--- src/rtl/verilog_memcheck_pkg.sv ---
// Shared types and sizing helpers for the verilog_memcheck streaming pattern checker.
package verilog_memcheck_pkg;

    typedef enum logic [0:0] {
        IDLE = 1'b0,
        RUN  = 1'b1
    } state_e;

    // Value reported when no beat of a run had a mismatch.
    localparam logic [31:0] NoMismatch = 32'hFFFF_FFFF;

    // Bytes carried by one stream beat.
    function automatic int num_bytes(input int data_width);
        return data_width / 8;
    endfunction

    // Width able to hold a per-beat mismatch count of 0..num_bytes.
    function automatic int beat_cnt_width(input int data_width);
        return $clog2(data_width / 8 + 1);
    endfunction

endpackage

--- src/rtl/verilog_memcheck_byte_cmp.sv ---
// Combinational per-beat comparator: counts the bytes of a beat that differ
// from a single pattern byte.
module memcheck_byte_cmp
    import verilog_memcheck_pkg::*;
#(
    parameter int DataWidth = 512
) (
    input  logic [DataWidth-1:0]                  beat,
    input  logic [7:0]                            pattern,
    output logic [beat_cnt_width(DataWidth)-1:0]  mismatches
);

    localparam int NumBytes = num_bytes(DataWidth);
    localparam int CntW     = beat_cnt_width(DataWidth);

    // Popcount of byte lanes that differ from the pattern.
    always_comb begin
        mismatches = '0;
        for (int i = 0; i < NumBytes; i++) begin
            if (beat[8*i +: 8] != pattern) begin
                mismatches = mismatches + CntW'(1);
            end
        end
    end

endmodule

--- src/rtl/verilog_memcheck.sv ---
// Streaming pattern checker: forwards every beat through one register stage
// and, during a started run, counts bytes differing from a programmed pattern
// over N beats. Optional feature macro VERILOG_MEMCHECK_FIRST_IDX_EN builds the
// first-mismatching-beat index register; without it ext_csr_o_1 is constant.
module verilog_memcheck
    import verilog_memcheck_pkg::*;
#(
    parameter int DataWidth  = 512,
    parameter int UserCsrNum = 2
) (
    input  logic                 clk,
    input  logic                 rst,
    output logic                 ext_data_i_ready,
    input  logic                 ext_data_i_valid,
    input  logic [DataWidth-1:0] ext_data_i_bits,
    input  logic                 ext_data_o_ready,
    output logic                 ext_data_o_valid,
    output logic [DataWidth-1:0] ext_data_o_bits,
    input  logic [31:0]          ext_csr_i_0,
    input  logic [31:0]          ext_csr_i_1,
    input  logic                 ext_start_i,
    output logic                 ext_busy_o,
    output logic [31:0]          ext_csr_o_0,
    output logic [31:0]          ext_csr_o_1
);

    localparam int CntW = beat_cnt_width(DataWidth);

    if (DataWidth % 8 != 0) begin : g_bad_width
        $error("DataWidth must be a multiple of 8");
    end
    if (UserCsrNum < 2) begin : g_bad_csr_num
        $error("UserCsrNum must be at least 2");
    end

    logic                 vld_p0;
    logic [DataWidth-1:0] data_p0;
    logic                 accept;
    state_e               state;
    logic [7:0]           pattern;
    logic [31:0]          beat_total;
    logic [31:0]          beat_idx;
    logic [31:0]          mism_total;
    logic [CntW-1:0]      beat_mism;
    logic                 check_beat;
    logic                 unused_csr_bits;

    assign unused_csr_bits = ^ext_csr_i_0[31:8];

    function automatic logic [31:0] sat_add(input logic [31:0] acc, input logic [CntW-1:0] inc);
        logic [32:0] sum;
        sum = {1'b0, acc} + 33'(inc);
        return sum[32] ? 32'hFFFF_FFFF : sum[31:0];
    endfunction

    assign ext_data_i_ready = !vld_p0 || ext_data_o_ready;
    assign accept           = ext_data_i_valid && ext_data_i_ready;
    assign check_beat       = (state == RUN) && accept;

    memcheck_byte_cmp #(
        .DataWidth(DataWidth)
    ) u_byte_cmp (
        .beat       (ext_data_i_bits),
        .pattern    (pattern),
        .mismatches (beat_mism)
    );

    // Stage p0: one-entry pass-through register, loads whenever it can move.
    always_ff @(posedge clk) begin
        if (rst) begin
            vld_p0  <= 1'b0;
            data_p0 <= '0;
        end else if (ext_data_i_ready) begin
            vld_p0 <= ext_data_i_valid;
            if (ext_data_i_valid) begin
                data_p0 <= ext_data_i_bits;
            end
        end
    end

    assign ext_data_o_valid = vld_p0;
    assign ext_data_o_bits  = data_p0;

    // Run control: start latches CSRs and clears results; RUN counts checked beats.
    always_ff @(posedge clk) begin
        if (rst) begin
            state      <= IDLE;
            pattern    <= '0;
            beat_total <= '0;
            beat_idx   <= '0;
            mism_total <= '0;
        end else begin
            case (state)
                IDLE: begin
                    if (ext_start_i) begin
                        pattern    <= ext_csr_i_0[7:0];
                        beat_total <= ext_csr_i_1;
                        beat_idx   <= '0;
                        mism_total <= '0;
                        if (ext_csr_i_1 != 32'd0) begin
                            state <= RUN;
                        end
                    end
                end
                RUN: begin
                    if (accept) begin
                        mism_total <= sat_add(mism_total, beat_mism);
                        beat_idx   <= beat_idx + 32'd1;
                        if (beat_idx == beat_total - 32'd1) begin
                            state <= IDLE;
                        end
                    end
                end
                default: state <= IDLE;
            endcase
        end
    end

    assign ext_busy_o  = (state == RUN);
    assign ext_csr_o_0 = mism_total;

`ifdef VERILOG_MEMCHECK_FIRST_IDX_EN
    logic [31:0] first_idx;

    // Capture the index of the first checked beat with any mismatching byte.
    always_ff @(posedge clk) begin
        if (rst) begin
            first_idx <= NoMismatch;
        end else if (state == IDLE && ext_start_i) begin
            first_idx <= NoMismatch;
        end else if (check_beat && beat_mism != '0 && first_idx == NoMismatch) begin
            first_idx <= beat_idx;
        end
    end

    assign ext_csr_o_1 = first_idx;
`else
    logic unused_check_beat;
    assign unused_check_beat = check_beat;
    assign ext_csr_o_1       = NoMismatch;
`endif

endmodule

--- config.mk ---
export PLATFORM = sky130hd
export DESIGN_NAME = verilog_memcheck
export DESIGN_NICKNAME = d
export VERILOG_FILES = /design/src/rtl/verilog_memcheck_pkg.sv /design/src/rtl/verilog_memcheck_byte_cmp.sv /design/src/rtl/verilog_memcheck.sv
export SDC_FILE = /design/constraint.sdc
export NUM_CORES = 2
export LEC_CHECK = 0
export ABC_AREA = 1
export CAP_MARGIN = 20
export CORE_AREA = 2 2 452 454
export CTS_CLUSTER_SIZE = 14
export DETAILED_ROUTE_END_ITERATION = 7
export DIE_AREA = 0 0 454 456
export PLACE_DENSITY = 0.45
export SLEW_MARGIN = 20
export SYNTH_ARGS = -nofsm -noshare
export SYNTH_HDL_FRONTEND = slang
export SYNTH_SLANG_ARGS = --single-unit
--- constraint.sdc ---
create_clock -name clk -period 43.5 [get_ports clk]
set_clock_uncertainty 0.05 [all_clocks]
set_input_delay 8.7 -clock clk [delete_from_list [all_inputs] [get_ports clk]]
set_output_delay 8.7 -clock clk [all_outputs]
set_load 0.03 [all_outputs]
==> out/qor.json <==
{
  "floorplanning": {
    "chipWidth_um": 454,
    "number_of_rows_in_the_core_area": 165,
    "core_region_area_um2": 201700,
    "ioPinCount": 1160,
    "starting_density_of_the_core": 0.2221,
    "floorplan.die.height_um": 456,
    "die-area_um2": 207000
  },
  "clock_tree": {
    "worst_setup_hold_path_clk_slew_ns": 0.06,
    "clock_tree_from_tritoncts": "yes",
    "hold_buffers": 0,
    "clk_path_buf_depth": 3,
    "clk_root_buffer_cell": "sky130_fd_sc_hd__clkbuf_16",
    "clk-insertion-delay-late_ns": 0.76,
    "cts_buffers": 88,
    "cts.sink_count": 618,
    "ctsHtreeMaxLevel": 3
  },
  "place": {
    "place_congestion": 0.9332,
    "dp_hpwl_um": 180700,
    "port-buffer-count": 1103
  },
  "global_route": {
    "grt_start_max_net_pins": 224,
    "number_of_antenna_violations_at_the_first_check_in_global_routing": 72,
    "grt_pass1_wl_um": 325500,
    "grt.total_usage": 0.2144,
    "first_global_vias": 46090,
    "globalRoute.totalOverflow": 0
  },
  "setup_path": {
    "ff2ff_setup_slack_ns": 9.56,
    "worst_ep_required_time_ns": 44.01,
    "critical-path-max-stage-delay_ns": 0.47,
    "setup.worst_path.end_class": "register",
    "critical_path.max_fanout": 4,
    "cpMaxStageDelayCell": "sky130_fd_sc_hd__clkdlybuf4s50_1",
    "critical_path.top_delay_family": "simple AND/OR/NAND/NOR gates",
    "critPathKind": "input pin to register",
    "critPathLaunchType": "input pin",
    "worst_path_buf_inv": 55,
    "cp.arrival_ns": 41.37
  },
  "sta": {
    "timing.final.crit_share": 0.9394,
    "timing.slew.headroom": 0.1743,
    "timing.final.crit_period_ns": 40.87,
    "worst-slew-pin-transition_ns": 1.226,
    "fmax_mhz": 24.47,
    "final-max-slew-violation-count": 0,
    "hold-worst-slack_ns": 0.4280,
    "final_hold_violating_endpoints": 0,
    "setup_viol": 0
  },
  "layout": {
    "final_common_cell": "sky130_fd_sc_hd__nand2_1",
    "layout_cell_share_with_drive_strength_beyond_1": 0.1376,
    "register_area_um2": 12390,
    "layout.filler_cells": 22060,
    "syn2layout_area_growth_pct": 39.05,
    "layout.cells.most_common_list": "1335 x sky130_fd_sc_hd__nand2_1, 1213 x sky130_fd_sc_hd__nor2_1, 1096 x sky130_fd_sc_hd__clkdlybuf4s50_1, 873 x sky130_fd_sc_hd__inv_1, 613 x sky130_fd_sc_hd__dfxtp_1",
    "multi_input_comb_area_um2": 27850,
    "fin_nets": 8845
  },
  "routing": {
    "detailedRoute.firstIterationViolations": 3290,
    "total_drc_errors_in_the_routed_layout": 0,
    "drt_pass1_iterations": 5,
    "detail_route.wirelength_um": 230100,
    "ant_nets": 0,
    "routed-via-count": 49140,
    "wire_per_inst_um": 20.96,
    "viasPerCell": 4.477
  },
  "synthesis": {
    "top_area_cells_in_the_synthesized_netlist": "sky130_fd_sc_hd__dfxtp_1 28%, sky130_fd_sc_hd__nand2_1 12%, sky130_fd_sc_hd__nor2_1 10%",
    "cells_after_synthesis": 7209,
    "flip_flop_and_latch_count_after_synthesis": 618,
    "syn-mean-instance-area_um2": 6.215,
    "yosys.area.top_type_share": 0.2761,
    "cell_type_with_the_highest_aggregate_area_in_the_netlist": "sky130_fd_sc_hd__dfxtp_1",
    "postSynth.topFlopCell": "sky130_fd_sc_hd__dfxtp_1",
    "synth_warnings": 0,
    "yosysUniqueCellTypes": 65,
    "syn-cell-area_um2": 44810,
    "synth_sequential_area_ratio": 0.2761,
    "postSynth.asyncResetShare": 0,
    "synth_edf_count": 0
  },
  "flow_run": {
    "cap_violations": 0
  },
  "min_path": {
    "hp-class": "register to register"
  },
  "run_status": {
    "run_status": "completed"
  }
}
-- metal layers --
layer,global-route usage,wire (µm),up-vias
li1,-,-,24850
met1,0.2682,99350,22540
met2,0.3552,106100,1426
met3,0.04488,14590,318
met4,0.08791,9999,4
met5,0,27,-
-- flip-flops by register name, indices dropped and copies added, names as in the netlist --
| register | flops |
|---|---|
| beat_idx | 32 |
| beat_total | 32 |
| ext_data_o_valid | 1 |
| ext_csr_o_0 | 32 |
| ext_data_o_bits | 512 |
| ext_busy_o | 1 |
| pattern | 8 |
-- worst paths after layout --
check,from,end,cells after the start
setup / recovery,ext_data_i_bits[5],ext_csr_o_0[31],268
hold / removal,ext_data_o_bits[320],ext_data_o_bits[320],2
setup reg to reg,pattern[1],ext_csr_o_0[31],270
hold reg to reg,ext_data_o_bits[320],ext_data_o_bits[320],2
-- cell families (layout without fill, tap and decap cells) --
logic type,Yosys count,after routing,share of synthesized area
and+or+nand+nor,4085,4085,0.4451
buffers and inverters,1304,2326,0.1154
AOI/OAI and AO/OA,1007,1007,0.1191
DFF,618,618,0.2761
xor gates and xnor gates,122,122,0.02385
adders and majority gates,72,72,0.02027
other,1,75,0.00008369
-- cell usage after synthesis, types with 69 or more instances --
cell                       number
sky130_fd_sc_hd__nor4_1        69
sky130_fd_sc_hd__xor2_1        70
sky130_fd_sc_hd__clkbuf_1     246
sky130_fd_sc_hd__a21oi_1      321
sky130_fd_sc_hd__nor2_1      1217
sky130_fd_sc_hd__dfxtp_1      618
sky130_fd_sc_hd__nand2_2      189
sky130_fd_sc_hd__nand3_2       79
sky130_fd_sc_hd__nand4_1       73
sky130_fd_sc_hd__nand2_4      103
sky130_fd_sc_hd__inv_1        875
sky130_fd_sc_hd__ha_1          71
sky130_fd_sc_hd__nand2_1     1429
sky130_fd_sc_hd__nand3_1      440
sky130_fd_sc_hd__or2_2        204
sky130_fd_sc_hd__o21ai_0      600
-- final cells by class --
class / count / area share
Multi-Input combinational cell: 5318 / 0.4470
Tap cell: 2672 / 0.05366
Sequential cell: 618 / 0.1989
Antenna cell: 43 / 0.001727
Clock buffer: 116 / 0.03896
Timing Repair Buffer: 1210 / 0.1911
Clock inverter: 44 / 0.01046
Inverter: 956 / 0.05824
-- tightest hold or removal path, stage by stage (launching register included) --
cell                      delay, ns
sky130_fd_sc_hd__dfxtp_1       0.32
sky130_fd_sc_hd__nor2_1        0.05
sky130_fd_sc_hd__nor2_1        0.08
-- repair_timing --
item,CTS,global route
resized for setup,0,140
hold endpoints to repair,0,0
setup endpoints to repair,0,32
setup buffers,0,39
-- metrics by stage --
| stage | util | instances | setup slack, ns | cell area (µm²) | TNS [ns] |
|---|---|---|---|---|---|
| 2_1_floorplan | - | 7240 | 4.045 | 44920 | 0 |
| 3_3_place_gp | 0.2894 | 10740 | 0.3033 | 58370 | 0 |
| 3_5_place_dp | 0.2894 | 10740 | -0.2190 | 58370 | -0.3537 |
| 4_1_cts | 0.3047 | 10900 | 0.4802 | 61450 | 0 |
| 5_1_grt | 0.3088 | 10970 | -0.07533 | 62280 | -0.07958 |
| 6_report | 0.3089 | 10980 | 2.635 | 62300 | 0 |
Power is left out: the tool's default activity adds up to more than one toggle a clock period on the data nets, which glitch-free logic cannot reach.
